===== src/rtl/gtp_pkg.sv =====
// Purpose : shared types and constants for the GTP tape-image loader.
// Latency : n/a (package only).
// Backpressure: n/a (package only).
package gtp_pkg;

    // Parser states. The order follows the byte order inside a GTP block.
    typedef enum logic [3:0] {
        IDLE,
        TYPE,
        LEN_L,
        LEN_H,
        RSV0,
        RSV1,
        SYNC,
        ST_L,
        ST_H,
        EN_L,
        EN_H,
        DATA,
        CSUM,
        SKIP,
        ERROR
    } gtp_state_t;

    localparam logic [7:0] GTP_TYPE_STD     = 8'h00;
    localparam logic [7:0] GTP_SYNC         = 8'hA5;
    localparam int         GTP_HDR_BYTES    = 5;   // type, len lo/hi, two reserved
    localparam int         GTP_STD_OVERHEAD = 6;   // sync, start lo/hi, end lo/hi, checksum

    // A standard block is consistent when its declared length equals the data
    // span plus the fixed framing bytes. Done in 17 bits so a span near 0xFFFF
    // cannot wrap into a false match.
    function automatic logic std_len_ok(input logic [15:0] span, input logic [15:0] len);
        return ({1'b0, span} + 17'(GTP_STD_OVERHEAD)) == {1'b0, len};
    endfunction

endpackage


===== src/rtl/gtp_wr_buf.sv =====
// Purpose : single-entry holding register between the GTP parser and Galaksija RAM.
// Latency : push to mem_req is 1 cycle; entry frees the cycle after mem_req && mem_ack.
// Backpressure: full stays high from the cycle after a push until the cycle after the ack.
//
// Ports:
//   clk, reset          system clock, synchronous active-high reset
//   push, push_addr/dat latch one write (only legal while empty, or in the ack cycle)
//   full                holding register occupied (drives ioctl_wait)
//   mem_req/addr/dout   RAM write request, address and data held stable until ack
//   mem_ack             RAM accepts on mem_req && mem_ack
module gtp_wr_buf #(
    parameter int ADDR_W = 16
) (
    input  logic              clk,
    input  logic              reset,
    input  logic              push,
    input  logic [ADDR_W-1:0] push_addr,
    input  logic [7:0]        push_dat,
    input  logic              mem_ack,
    output logic              full,
    output logic              mem_req,
    output logic [ADDR_W-1:0] mem_addr,
    output logic [7:0]        mem_dout
);

    logic full_q;

    always_ff @(posedge clk) begin
        if (reset) begin
            full_q   <= 1'b0;
            mem_addr <= '0;
            mem_dout <= '0;
        end else if (push) begin
            // A push in the ack cycle reloads the entry: the ack retires the
            // old write and the new byte takes its place.
            full_q   <= 1'b1;
            mem_addr <= push_addr;
            mem_dout <= push_dat;
        end else if (full_q && mem_ack) begin
            full_q <= 1'b0;
        end
    end

    assign full = full_q;

    // Reset withdraws the request in the same cycle so no write can slip out
    // while the loader is being torn down.
    assign mem_req = full_q && !reset;

endmodule


===== src/rtl/gtp_loader.sv =====
// Purpose : parse a GTP tape image from the ioctl stream and write standard-block data to RAM.
// Latency : ioctl_wr strobe of a data byte to mem_req is 1 cycle.
// Backpressure: ioctl_wait is high while a RAM write is pending; strobes then are not accepted.
//
// Ports:
//   clk_sys, reset                  system clock, synchronous active-high reset
//   ioctl_download/wr/dout          download window, byte strobe, byte
//   ioctl_wait                      holding register full
//   mem_addr/dout/req, mem_ack      RAM write handshake
//   load_done                       one-cycle pulse at a clean end of download
//   load_err                        sticky error until the next download starts
//   start_addr/end_addr             first block start, last block end
// Optional: define GTP_CHECKSUM_EN to verify the per-block checksum (sum must be 0xFF).
module gtp_loader
    import gtp_pkg::*;
#(
    parameter int ADDR_W     = 16,
    parameter int MAX_BLOCKS = 255
) (
    input  logic              clk_sys,
    input  logic              reset,
    input  logic              ioctl_download,
    input  logic              ioctl_wr,
    input  logic [7:0]        ioctl_dout,
    output logic              ioctl_wait,
    output logic [ADDR_W-1:0] mem_addr,
    output logic [7:0]        mem_dout,
    output logic              mem_req,
    input  logic              mem_ack,
    output logic              load_done,
    output logic              load_err,
    output logic [ADDR_W-1:0] start_addr,
    output logic [ADDR_W-1:0] end_addr
);

    localparam int CNT_W = $clog2(MAX_BLOCKS + 1);

    gtp_state_t        state;
    logic              dl_q;
    logic              fin_pend;     // download ended, waiting for the last RAM write
    logic              first_std;    // next standard block sets start_addr
    logic              skip_blk;     // current block is not parsed, only consumed
    logic [7:0]        len_lo;
    logic [7:0]        st_lo;
    logic [7:0]        en_lo;
    logic [15:0]       rem;          // block length; counts down while skipping
    logic [15:0]       st_q;
    logic [15:0]       dcnt;         // data bytes still expected in DATA
    logic [ADDR_W-1:0] addr_cnt;
    logic [CNT_W-1:0]  blk_cnt;

    logic              buf_full;
    logic              ack_now;
    logic              dl_rise;
    logic              dl_fall;
    logic              byte_acc;
    logic              push;
    logic [ADDR_W-1:0] push_addr;
    logic [15:0]       end_w;
    logic [15:0]       span;

    assign ack_now  = buf_full && mem_ack;
    assign dl_rise  = ioctl_download && !dl_q;
    assign dl_fall  = dl_q && !ioctl_download;
    assign byte_acc = ioctl_wr && (!buf_full || ack_now) && (state != IDLE)
                      && !fin_pend && !dl_fall;
    assign push     = byte_acc && (state == DATA);
    // When an ack and a strobe coincide the ack is retired first, so the new
    // byte belongs at the already-incremented address.
    assign push_addr = ack_now ? addr_cnt + 1'b1 : addr_cnt;
    assign end_w    = {ioctl_dout, en_lo};
    assign span     = end_w - st_q;
    assign ioctl_wait = buf_full;

    gtp_wr_buf #(.ADDR_W(ADDR_W)) u_wr_buf (
        .clk       (clk_sys),
        .reset     (reset),
        .push      (push),
        .push_addr (push_addr),
        .push_dat  (ioctl_dout),
        .mem_ack   (mem_ack),
        .full      (buf_full),
        .mem_req   (mem_req),
        .mem_addr  (mem_addr),
        .mem_dout  (mem_dout)
    );

`ifdef GTP_CHECKSUM_EN
    // Running sum from the start-address low byte onward; restarted at ST_L so
    // earlier blocks never leak into it.
    logic [7:0] csum;
    logic       csum_bad;

    always_ff @(posedge clk_sys) begin
        if (reset) begin
            csum <= '0;
        end else if (byte_acc) begin
            if (state == ST_L) begin
                csum <= ioctl_dout;
            end else begin
                csum <= csum + ioctl_dout;
            end
        end
    end

    assign csum_bad = (csum + ioctl_dout) != 8'hFF;
`endif

    always_ff @(posedge clk_sys) begin
        if (reset) begin
            state      <= IDLE;
            dl_q       <= 1'b0;
            fin_pend   <= 1'b0;
            first_std  <= 1'b0;
            skip_blk   <= 1'b0;
            len_lo     <= '0;
            st_lo      <= '0;
            en_lo      <= '0;
            rem        <= '0;
            st_q       <= '0;
            dcnt       <= '0;
            addr_cnt   <= '0;
            blk_cnt    <= '0;
            load_done  <= 1'b0;
            load_err   <= 1'b0;
            start_addr <= '0;
            end_addr   <= '0;
        end else begin
            dl_q      <= ioctl_download;
            load_done <= 1'b0;

            if (ack_now) begin
                addr_cnt <= addr_cnt + 1'b1;
            end

            if (state == IDLE) begin
                if (dl_rise) begin
                    state     <= TYPE;
                    load_err  <= 1'b0;
                    blk_cnt   <= '0;
                    first_std <= 1'b1;
                end
            end else if (fin_pend || dl_fall) begin
                // The image is complete only if it ended on a block boundary;
                // judge that after the last RAM write has retired.
                fin_pend <= 1'b1;
                if (!buf_full) begin
                    fin_pend <= 1'b0;
                    state    <= IDLE;
                    if (state != TYPE) begin
                        load_err <= 1'b1;
                    end else begin
                        load_done <= !load_err;
                    end
                end
            end else if (byte_acc) begin
                case (state)
                    TYPE: begin
                        skip_blk <= (ioctl_dout != GTP_TYPE_STD) || (int'(blk_cnt) >= MAX_BLOCKS);
                        state    <= LEN_L;
                    end
                    LEN_L: begin
                        len_lo <= ioctl_dout;
                        state  <= LEN_H;
                    end
                    LEN_H: begin
                        rem   <= {ioctl_dout, len_lo};
                        state <= RSV0;
                    end
                    RSV0: state <= RSV1;
                    RSV1: begin
                        if (skip_blk) begin
                            state <= (rem == 16'd0) ? TYPE : SKIP;
                        end else begin
                            blk_cnt <= blk_cnt + 1'b1;
                            state   <= SYNC;
                        end
                    end
                    SKIP: begin
                        rem <= rem - 16'd1;
                        if (rem == 16'd1) begin
                            state <= TYPE;
                        end
                    end
                    SYNC: begin
                        if (ioctl_dout != GTP_SYNC) begin
                            load_err <= 1'b1;
                            state    <= ERROR;
                        end else begin
                            state <= ST_L;
                        end
                    end
                    ST_L: begin
                        st_lo <= ioctl_dout;
                        state <= ST_H;
                    end
                    ST_H: begin
                        st_q  <= {ioctl_dout, st_lo};
                        state <= EN_L;
                    end
                    EN_L: begin
                        en_lo <= ioctl_dout;
                        state <= EN_H;
                    end
                    EN_H: begin
                        if ((end_w < st_q) || !std_len_ok(span, rem)) begin
                            load_err <= 1'b1;
                            state    <= ERROR;
                        end else begin
                            if (first_std) begin
                                start_addr <= ADDR_W'(st_q);
                                first_std  <= 1'b0;
                            end
                            end_addr <= ADDR_W'(end_w);
                            addr_cnt <= ADDR_W'(st_q);
                            dcnt     <= span;
                            state    <= (span == 16'd0) ? CSUM : DATA;
                        end
                    end
                    DATA: begin
                        dcnt <= dcnt - 16'd1;
                        if (dcnt == 16'd1) begin
                            state <= CSUM;
                        end
                    end
                    CSUM: begin
`ifdef GTP_CHECKSUM_EN
                        if (csum_bad) begin
                            load_err <= 1'b1;
                        end
`endif
                        state <= TYPE;
                    end
                    ERROR: state <= ERROR;
                    default: state <= IDLE;
                endcase
            end
        end
    end

    // hps_io must honour ioctl_wait; an ack in the same cycle frees the entry.
    a_wr_while_full: assert property (@(posedge clk_sys) disable iff (reset)
        !(ioctl_wr && ioctl_wait && !mem_ack));

endmodule


===== config.mk =====
export PLATFORM = sky130hd
export DESIGN_NAME = gtp_loader
export DESIGN_NICKNAME = d
export VERILOG_FILES = /design/src/rtl/gtp_pkg.sv /design/src/rtl/gtp_wr_buf.sv /design/src/rtl/gtp_loader.sv
export SDC_FILE = /design/constraint.sdc
export NUM_CORES = 1
export LEC_CHECK = 0
export ABC_CLOCK_PERIOD_IN_PS = 4600
export CAP_MARGIN = 40
export CELL_PAD_IN_SITES_DETAIL_PLACEMENT = 2
export CELL_PAD_IN_SITES_GLOBAL_PLACEMENT = 2
export CORE_ASPECT_RATIO = 1.5
export CORE_MARGIN = 2
export CORE_UTILIZATION = 36
export CTS_BUF_LIST = sky130_fd_sc_hd__clkbuf_8
export DETAILED_ROUTE_END_ITERATION = 8
export PLACE_DENSITY_LB_ADDON = 0.1
export SLEW_MARGIN = 10
export SYNTH_ARGS = -nofsm -noshare
export SYNTH_HDL_FRONTEND = slang
export SYNTH_SLANG_ARGS = --single-unit

===== constraint.sdc =====
create_clock -name clk_sys -period 4.6 [get_ports clk_sys]
set_input_delay 0.92 -clock clk_sys [delete_from_list [all_inputs] [get_ports clk_sys]]
set_output_delay 0.92 -clock clk_sys [all_outputs]
set_load 0.02 [all_outputs]

; Yosys cells after proc, flatten, opt, wreduce, memory -nomap -nowiden
; Cells that the tools add are included.
[word_totals]
regBits = 163
inputBits = 13
output_inout_bits = 60
elab_cells = 156
[classes]
add_sub_neg = 6
magnitude_cmp = 2
n_eq_ne = 30
mux = 46
bitwise = 3
n_reduce_logical = 49
[op_table]
columns = cell, count
row1 = 2-to-1 mux 16 bit, 7
row2 = one-hot mux 16 bit (2 select lines), 2
row3 = one-hot mux 4 bit (14 select lines), 1
row4 = 2-to-1 mux 8 bit, 6
row5 = 2-to-1 mux 4 bit, 10
row6 = == test 16 x 1 -> 1 bit (second input constant), 2
row7 = logical NOT 16 bit, 2
row8 = subtractor 16 x 1 -> 16 bit (second input constant), 2
row9 = == test 4 bit (second input constant), 7
row10 = AND reduction 5 bit, 5
row11 = AND reduction 4 bit, 6
row12 = adder 16 x 3 -> 17 bit (second input constant), 1
row13 = == test 17 x 16 -> 1 bit, 1
row14 = 2-to-1 mux 1 bit, 17
row15 = adder 16 x 1 -> 16 bit (second input constant), 1
row16 = == test 4 x 3 -> 1 bit (second input constant), 4
row17 = less-than comparator 16 bit, 1
row18 = subtractor 16 bit, 1
row19 = inequality test 4 bit (second input constant), 3
row20 = nonzero test 2 bit, 6
row21 = logical AND 1 bit, 9
row22 = adder 8 x 1 -> 8 bit (second input constant), 1
row23 = == test 4 x 2 -> 1 bit (second input constant), 2
row24 = >= comparator 8 bit (second input constant), 1
row25 = other kinds (20), 38

; Logic depth before layout (Yosys ltp)
; Gate-level depths: netlist of the first run.
[logic_depth]
ltp_word = 10
ltp_mapped = 17
depth_no_buf = 14

; Modules after synthesis
; Synthesis of the first run repeated with hierarchy kept, for this count alone.
[hier_totals]
hier_cells = 1155
hier_area_um2 = 9311.4
[modules_own_cells]
columns = module, instances, cells_per_inst, area_per_inst_um2, seq_area_each_um2
row1 = gtp_loader, 1, 1072, 8393.0, 2762.6
row2 = gtp_wr_buf, 1, 83, 918.4, 500.5

; Worst setup path after synthesis of the first run
; No wires, ideal clock.
[synth_path]
path_type = input -> register
startpoint = input ioctl_dout[0]
endpoint = register state[0]
setup_time_ns = 0.103
arrival_ns = 4.190
required_ns = 4.497
path_slack_ns = 0.307
path_stages = 14
path_buffers = 2
cell_sequence = ha_1 -> buf_4 -> a21o_1 -> a32o_2 -> or2_4 -> o21ai_1 -> nand4b_1 -> o41ai_1 -> xor2_1 -> a2bb2oi_2 -> or4_1 -> buf_2 -> o31a_1 -> a2111oi_2
[synth_via]
elab_chain_cells = 10
word_cells_on_any_way = 15
classes_between = add/sub: 2 / order compare: 1 / eq/ne: 2 / mux: 7 / reduce/logical: 3
[synth_rtl]
columns = element, line
row1 = "start, declared", gtp_loader.sv:24  ; input logic [7:0] ioctl_dout,
row2 = subtractor 16 bit, gtp_loader.sv:72  ; assign span = end_w - st_q;
row3 = adder 16 x 3 -> 17 bit, gtp_pkg.sv:34  ; return ({1'b0, span} + 17'(GTP_STD_OVERHEAD)) == {1'b0, len};
row4 = == test 17 x 16 -> 1 bit, gtp_pkg.sv:34
row5 = logical NOT 1 bit, gtp_loader.sv:206  ; if ((end_w < st_q) || !std_len_ok(span, rem)) begin
row6 = logical OR 1 bit, gtp_loader.sv:206
row7 = 2-to-1 mux 3 bit, gtp_loader.sv:206
row8 = one-hot mux 4 bit (14 select lines) (*), gtp_loader.sv:157  ; case (state)
row9 = 2-to-1 mux 4 bit (*), gtp_loader.sv:156  ; end else if (byte_acc) begin
row10 = 2-to-1 mux 4 bit (*), gtp_loader.sv:143  ; end else if (fin_pend || dl_fall) begin
row11 = 2-to-1 mux 4 bit (*), gtp_loader.sv:136  ; if (state == IDLE) begin
row12 = "end signal, assigned", gtp_loader.sv:173  ; state <= (rem == 16'd0) ? TYPE : SKIP;
row13 = "end signal, assigned", gtp_loader.sv:217  ; state <= (span == 16'd0) ? CSUM : DATA;
row14 = "end, declared", gtp_loader.sv:38  ; gtp_state_t state;
; Every way passes the cells marked *; elsewhere a longest branch is shown, timed or not. The select of a mux whose other input is x is not followed.
; A chain may end at the register's enable or synchronous reset.

; Final worst setup path of the first run
[layout_path]
startpoint = input ioctl_dout[1]
endpoint = register state[0]
; Same word-level chain as after synthesis.

==> key figures, run 1 <==
Yosys
  – Syn avg cell area: 7.70 sq um
  – Compound-Gate Fraction of Synth Area: 20.4%
  – Mux cell area share after synthesis: 4.04%
  – Synth top area cells: dfxtp_1 (35%), nand2_1 (6.2%), a21oi_1 (6.0%), nor2_1 (5.6%), mux2i_1 (3.9%)
  – Main synth FF type: dfxtp_1
  – Post-synthesis xor/xnor area fraction: 5.59%
  – Largest area contributor in the netlist: dfxtp_1
  – Syn Std Cell Area: about 0.0092 sq mm
  – Sequential fraction of the synthesis area: around 35%
  – Area share of the largest cell type after synthesis: 35.5%
  – Synth Net Count: approximately 1.2k
  – Cells after synthesis: 1194
  – Most frequent cell after synthesis: dfxtp_1
  – Post-Synth Adder-Cell Area: between 3 and 4%
  – Netlist cell types: 81
  – Post-synth EDFFs: 0
  – Top cells by count, synth: dfxtp_1 (163), nand2_1 (153), nor2_1 (136), a21oi_1 (110), nand3_1 (66)
  – YS warnings: 0
  – Largest family of logic cells by synthesized area: simple AND/OR/NAND/NOR gates
  – Synth async-reset ratio: 0%
  – Seq cells post-synth: 163
  – Post-Synth Simple-Gate Area: approximately a quarter

CTS
  – Clk_lat worst skew: 0.50 ns
  – H-tree Lvls: 4
  – Clock Sink Count: 163
  – TritonCTS buffer count: 17
  – Clock Tree Buf Depth: 2
  – CTS tree: done
  – Worst-path clk slew: 0.09 ns
  – CTS root buf: clkbuf_8
  – Post-CTS Repair Setup Buffers: 0

Global route
  – Number of global-route vias before repair: 9934
  – Gr ovfl total: 0
  – Largest net degree at the start of global routing: 63
  – Initial antenna violation count: 0
  – First-pass GRT wire length: around 56000 um
  – GRT Total Usage: about 27%

Cells and area
  – Area grow syn2layout: 21.4%
  – Fin cells: 1630
  – Antenna cells: 0
  – Layout cells sized above 1: 11.1%
  – FILL cells: 2920
  – Final #Nets: 1326

Hold path
  – Worst hold path cell count: 2
  – Hold path endpoint: u_wr_buf.mem_dout[1]
  – Worst Hold Launch: u_wr_buf.mem_dout[1]
  – HP Class: reg2reg

STA
  – RSZ-0062 raised after global routing: false
  – Setup Viol. Count Final: 0
  – Worst-margin pin slew: 0.880 ns
  – Layout Skew: approximately 0.013 ns
  – Crit share post-route: between 90% and 100%
  – Maximum clock rate: 229 MHz
  – Final Critical Period: 4.37 ns
  – Pins Over Slew Limit: 0
  – Worst slew margin: 41.4%
  – Final Hold Viols: 0

Critical path
  – Worst r2r src: en_lo[0]
  – WP buf/inv: 3
  – CP arrival: roughly 4.8 ns
  – Worst R2R Path Depth: 13
  – Cell family with most CP delay: simple AND/OR/NAND/NOR gates
  – CP max stage delay: 0.58 ns
  – RR Endpoint: state[0]
  – Slowest-stage cell, CP: or4_1
  – Crit Path Max Fanout: 6
  – Worst path required time: 5.00 ns
  – Critical Path Start: ioctl_dout[1]
  – Critical Path Sink Type: flip-flop
  – Worst Setup Start Kind: input pin
  – Setup CP Type: in2reg
  – Critical-path cell list: clkdlybuf4s50_1 -> ha_1 -> and4_1 -> nand2_1 -> a21oi_2 -> mux2i_1 -> nand2_1 -> buf_4 -> nor4_2 -> buf_4 -> a2bb2oi_2 -> or4_1 -> o31a_1 -> a2111oi_2
  – FF-to-FF setup slack: 0.29 ns

Power
  – PD cells: 261 mW/mm^2
  – PnR Total Power: 0.00291 W
  – Maximum VDD drop: 183 uV
  – Lkg Pwr: 4.33 nW

Detailed routing
  – ANT nets after route: 0
  – DRT Pass-1 Iters: 4
  – Metal3 WL: 891 um
  – DRT met1 WL: 13600 um
  – Metal2 WL: 20000 um
  – Post-route DRC: 0
  – Via Count: 9388
  – Highest metal used: met4
  – Vias per Instance: 5.76
  – Drt total wl: between 30000 and 40000 um
  – WL/cell: 22.4 um
  – Initial DRC Count: 390

Placement
  – Dpl hpwl: 27500 um
  – Port Buffer Count: 72
  – RePlAce Congestion: 0.874
  – Cell count after placement: 1598

Floorplan
  – Die height: 200 um
  – Row cnt: 71
  – Core Footprint: 0.0251 sq mm
  – Die span in x: 135 um
  – Die area: 0.0269 sq mm
  – Ports: 73
  – Initial Utilization: 36.6%

Flow run
  – Max_cap viols: 0

Status
  – Status: complete, no violations
worst min-delay path, cell delays in order (launching register included):
cell and delay, ns:
dfxtp_1 0.32, nand2_1 0.05, a21oi_1 0.05
stage by stage:
stage	hold WS, ns	util [%]	cell area, sq um	TNS [ns]	worst slack, ns
2_1_floorplan	0.432	-	9200	0	0.307
3_3_place_gp	0.443	42.7	10700	-4.40	-0.216
3_5_place_dp	0.450	42.7	10700	-11.98	-0.356
4_1_cts	0.464	44.4	11200	0	0.0835
5_1_grt	0.479	44.4	11200	0	0.00657
6_report	0.459	44.4	11200	0	0.229
report_power, final:
part / internal, W / total (W) / switching [W]
Combinational: 0.000111 / 0.000297 / 0.000186
Sequential: 0.00142 / 0.00143 / 0.0000102
Clock: 0.000576 / 0.00119 / 0.000612
state kept, by name (all words and copies together), names as in the netlist, 16 cells and up:
register / cells
rem: 16
addr_cnt: 16
start_addr: 16
u_wr_buf.mem_addr: 16
end_addr: 16
st_q: 16
dcnt: 16
how the worst max path moves through the flow:
| stage | depth (start not counted) | endpoint | slack (ns) |
|---|---|---|---|
| 2_1_floorplan | 14 | state[0] | 0.31 |
| 5_1_grt | 16 | start_addr[0] | 0.007 |
| 3_3_place_gp | 13 | state[0] | -0.22 |
| 4_1_cts | 14 | state[0] | 0.08 |
| 6_report | 14 | state[0] | 0.23 |
| 3_5_place_dp | 14 | load_err | -0.36 |
routing by layer:
| metal | up-vias | GRT usage [%] |
|---|---|---|
| met4 | 0 | 16.1 |
| met5 | - | 0 |
| met1 | 4735 | 27.3 |
| met3 | 78 | 3.99 |
| li1 | 4415 | - |
| met2 | 160 | 53.0 |
cells in the final DEF (no fill, tap or decap), types with 5 or more instances in the layout:
master / count
nor4_1: 13
o21ai_0: 57
xnor2_1: 28
mux2i_1: 36
buf_4: 82
o21ai_1: 5
a22oi_1: 5
a31oi_1: 13
ha_1: 23
or3_1: 12
buf_12: 5
o211ai_1: 7
a21oi_1: 110
o211a_1: 5
clkdlybuf4s50_1: 71
xor2_1: 23
inv_1: 37
nand2b_1: 7
o22ai_1: 8
nand4_1: 13
nor2_1: 135
and4_1: 7
nand2_1: 153
nor2b_1: 8
inv_6: 5
a21o_1: 8
a211oi_1: 16
dfxtp_1: 163
nand3_1: 66
and3_1: 16
or4_1: 5
nor3_1: 39
and2_1: 10
clkbuf_8: 19
layout make-up:
| class | instances | area, sq um | share of cell area (%) |
|---|---|---|---|
| sequential | 163 | 3260 | 29.2 |
| tap | 328 | 410 | 3.68 |
| clock inverter | 13 | 170 | 1.52 |
| clock buffer | 19 | 262 | 2.34 |
| inverter | 36 | 135 | 1.21 |
| multi-input combinational | 913 | 5500 | 49.3 |
| timing repair buffer | 158 | 1430 | 12.8 |
cells by family after synthesis:
logic type / count (synthesis)
muxes: 37
AOI/OAI and AO/OA: 291
adders and majority gates: 24
and+or+nand+nor: 507
DFF: 163
buffers and inverters: 118
xor gates and xnor gates: 54
repair_timing:
action,in CTS,in global routing
endpoints found under the setup margin,0,50
hold buffers,0,0
gates resized for setup,0,3
(Power assumes the default switching activity.)
==> inputs of run 2 (changes only) <==
Settings changed: CAP_MARGIN 40 to 25.
==> results of run 2 <==
Same layout as run 1: the final DEF is identical, and so are final timing and power.
==> inputs of run 3 (changes only) <==
Settings changed: PLACE_DENSITY_LB_ADDON 0.1 to 0.15.
==> run 3 against run 2 <==
Against the previous run:
- sequential power about the same
- power fell by 3.2%
- clock power fell by 8%
- critical endpoint is now start_addr[7]
- largest cell class unchanged
==> key figures, run 3 (same netlist as run 1, synthesis figures left out) <==
Critical path
  – Cell family with most CP delay: buffers and inverters
  – Worst Setup Start Kind: input pin
  – Setup CP Type: in2reg
  – Crit Path Max Fanout: 24
  – Critical Path Start: ioctl_dout[0]
  – WP buf/inv: 5
  – Crit path depth: 17
  – FF-to-FF setup slack: 0.17 ns
  – CP max stage delay: 0.55 ns
  – CP arrival: 4.90 ns
  – Slowest-stage cell, CP: clkdlybuf4s50_1
  – Worst path required time: 5.02 ns
  – Critical Path Sink Type: flip-flop
  – Worst r2r src: en_lo[0]
  – RR Endpoint: start_addr[7]
  – Worst R2R Path Depth: 16
  – Worst Setup EP: start_addr[7]
  – Critical-path cell list: clkdlybuf4s50_1 -> ha_2 -> a21o_1 -> a32o_2 -> or2_4 -> or3_1 -> nand4b_1 -> buf_4 -> nor2_1 -> a211oi_1 -> a31oi_1 -> buf_4 -> nor4_4 -> buf_12 -> buf_12 -> nand3_1 -> a21oi_1

Detailed routing
  – ANT nets after route: 0
  – Initial DRC Count: between 300 and 400
  – Via Count: 9427
  – Vias per Instance: 5.80
  – Drt total wl: 36900 um
  – Post-route DRC: 0
  – DRT Pass-1 Iters: 4
  – WL/cell: ~23 um

Power
  – Clock Power Share: between 30% and 40%
  – Maximum VDD drop: between 150 and 200 uV
  – Internal power: 0.00199 W
  – Lkg Pwr: between 4 and 5 nW
  – PD cells: 253 mW/mm^2
  – Comb power frac: a little over a tenth
  – Switching share of power: roughly 30%
  – Reg power frac: 50.9%
  – Net Sw Power: 0.000831 W

CTS
  – Worst-path clk slew: 0.10 ns
  – Clock Tree Buf Depth: 2
  – CTS root buf: clkbuf_8
  – H-tree Lvls: 4
  – TritonCTS buffer count: 17
  – Clock Sink Count: 163
  – CTS tree: done
  – Clk_lat worst skew: about 0.49 ns
  – Post-CTS Hold Buffers: 0

Floorplan
  – Die height: 200 um
  – Row cnt: 71
  – Ports: 73
  – Core Footprint: 0.0251 sq mm
  – Die area: 0.0269 sq mm
  – Die span in x: 135 um
  – Initial Utilization: 36.6%

Cells and area
  – FILL cells: 2905
  – Finished Core Util: 44.2%
  – Final #Nets: 1322
  – Commonest non-fill, non-tap cell in the layout: dfxtp_1
  – Layout cells sized above 1: approximately 11%
  – Register area: 0.00326 sq mm
  – Multi-input gate area: approximately 0.0055 sq mm
  – Area grow syn2layout: 20.8%
  – Antenna cells: 0
  – Most frequent cells in the layout: dfxtp_1 (163), nand2_1 (153), nor2_1 (135)

Global route
  – Initial antenna violation count: 0
  – Largest net degree at the start of global routing: 78
  – GRT Total Usage: 27.7%
  – First-pass GRT wire length: 57200 um
  – Number of global-route vias before repair: ~10k
  – Gr ovfl total: 0

Placement
  – Port Buffer Count: a little over 70
  – Dpl hpwl: 27400 um
  – Placement Setup Slack: -0.342 ns
  – RePlAce Congestion: just under 0.9

Flow run
  – Max_cap viols: 0

STA
  – Setup Viol. Count Final: 0
  – Final Hold Viols: 0
  – Pins Over Slew Limit: 0
  – Final Critical Period: 4.49 ns
  – Worst slew margin: 43.2%
  – Worst-margin pin slew: ~0.85 ns
  – Layout Skew: 0.0161 ns
  – Maximum clock rate: around 220 MHz
  – Crit share post-route: 97.6%
  – Final setup margin: 0.112 ns

Hold path
  – HP Class: reg2reg

Status
  – Status: complete, no violations
-- run 3: metal layers --
| metal | vias up | track usage (%) | wire, um |
|---|---|---|---|
| met1 | 4800 | 28.7 | 14200 |
| met4 | 0 | 12.7 | 1700 |
| met5 | - | 0 | 0 |
| met2 | 139 | 55.2 | 20400 |
| li1 | 4407 | - | - |
| met3 | 81 | 3.06 | 606 |
-- run 3: what timing repair did --
action / in CTS / in global routing
setup buffers: 0 / 1
endpoints found under the setup margin: 0 / 57
endpoints found under the hold margin: 0 / 0
resized for setup: 0 / 8
-- run 3: how the worst min path moves through the flow --
stage,cells past startpoint,startpoint,slack [ns],endpoint
2_1_floorplan,2,st_lo[2],0.43,st_q[2]
3_3_place_gp,2,st_lo[1],0.44,st_q[1]
3_5_place_dp,2,end_addr[4],0.45,end_addr[4]
4_1_cts,2,end_addr[4],0.47,end_addr[4]
5_1_grt,2,st_lo[1],0.48,st_q[1]
6_report,2,end_addr[3],0.46,end_addr[3]
-- run 3: power by group through the flow --
stage | sequential (W) | combinational [W] | clock [W]
floorplan | 0.00145 | 0.000170 | 0
global placement | 0.00147 | 0.000277 | 0
detailed placement | 0.00147 | 0.000284 | 0
CTS | 0.00143 | 0.000288 | 0.00111
global route | 0.00144 | 0.000313 | 0.00117
finish | 0.00143 | 0.000293 | 0.00109
-- run 3: stage by stage --
step           hold slack, ns  TNS (ns)  area [sq um]  instances  total power, W
3_3_place_gp            0.439     -3.31         10700       1593         0.00174
4_1_cts                 0.467         0         11100       1624         0.00283
5_1_grt                 0.481    -0.140         11100       1625         0.00292
3_5_place_dp            0.454    -11.11         10700       1593         0.00175
6_report                0.461         0         11100       1625         0.00282
2_1_floorplan           0.432         0          9200       1194         0.00162
-- run 3: area by class of cell --
class                      instances  share of cell area (%)
multi-input combinational        913                    49.8
clock inverter                    13                    1.25
tap                              328                    3.69
clock buffer                      18                    2.23
timing repair buffer             154                    12.5
inverter                          36                    1.22
sequential                       163                    29.4
-- run 3: worst register-to-register path, cell delays in order (launching register included) --
cell and delay [ns]:
dfxtp_1 0.39, inv_1 0.06, ha_1 0.22, fa_1 0.40, nor2b_1 0.21, o21a_2 0.29
or3_1 0.19, nand4_1 0.24, or4b_1 0.62, xnor2_2 0.29, o21ai_0 0.14, nor4_1 0.26
buf_4 0.20, nand4bb_4 0.21, buf_12 0.24, o21ai_0 0.25, a21oi_1 0.12
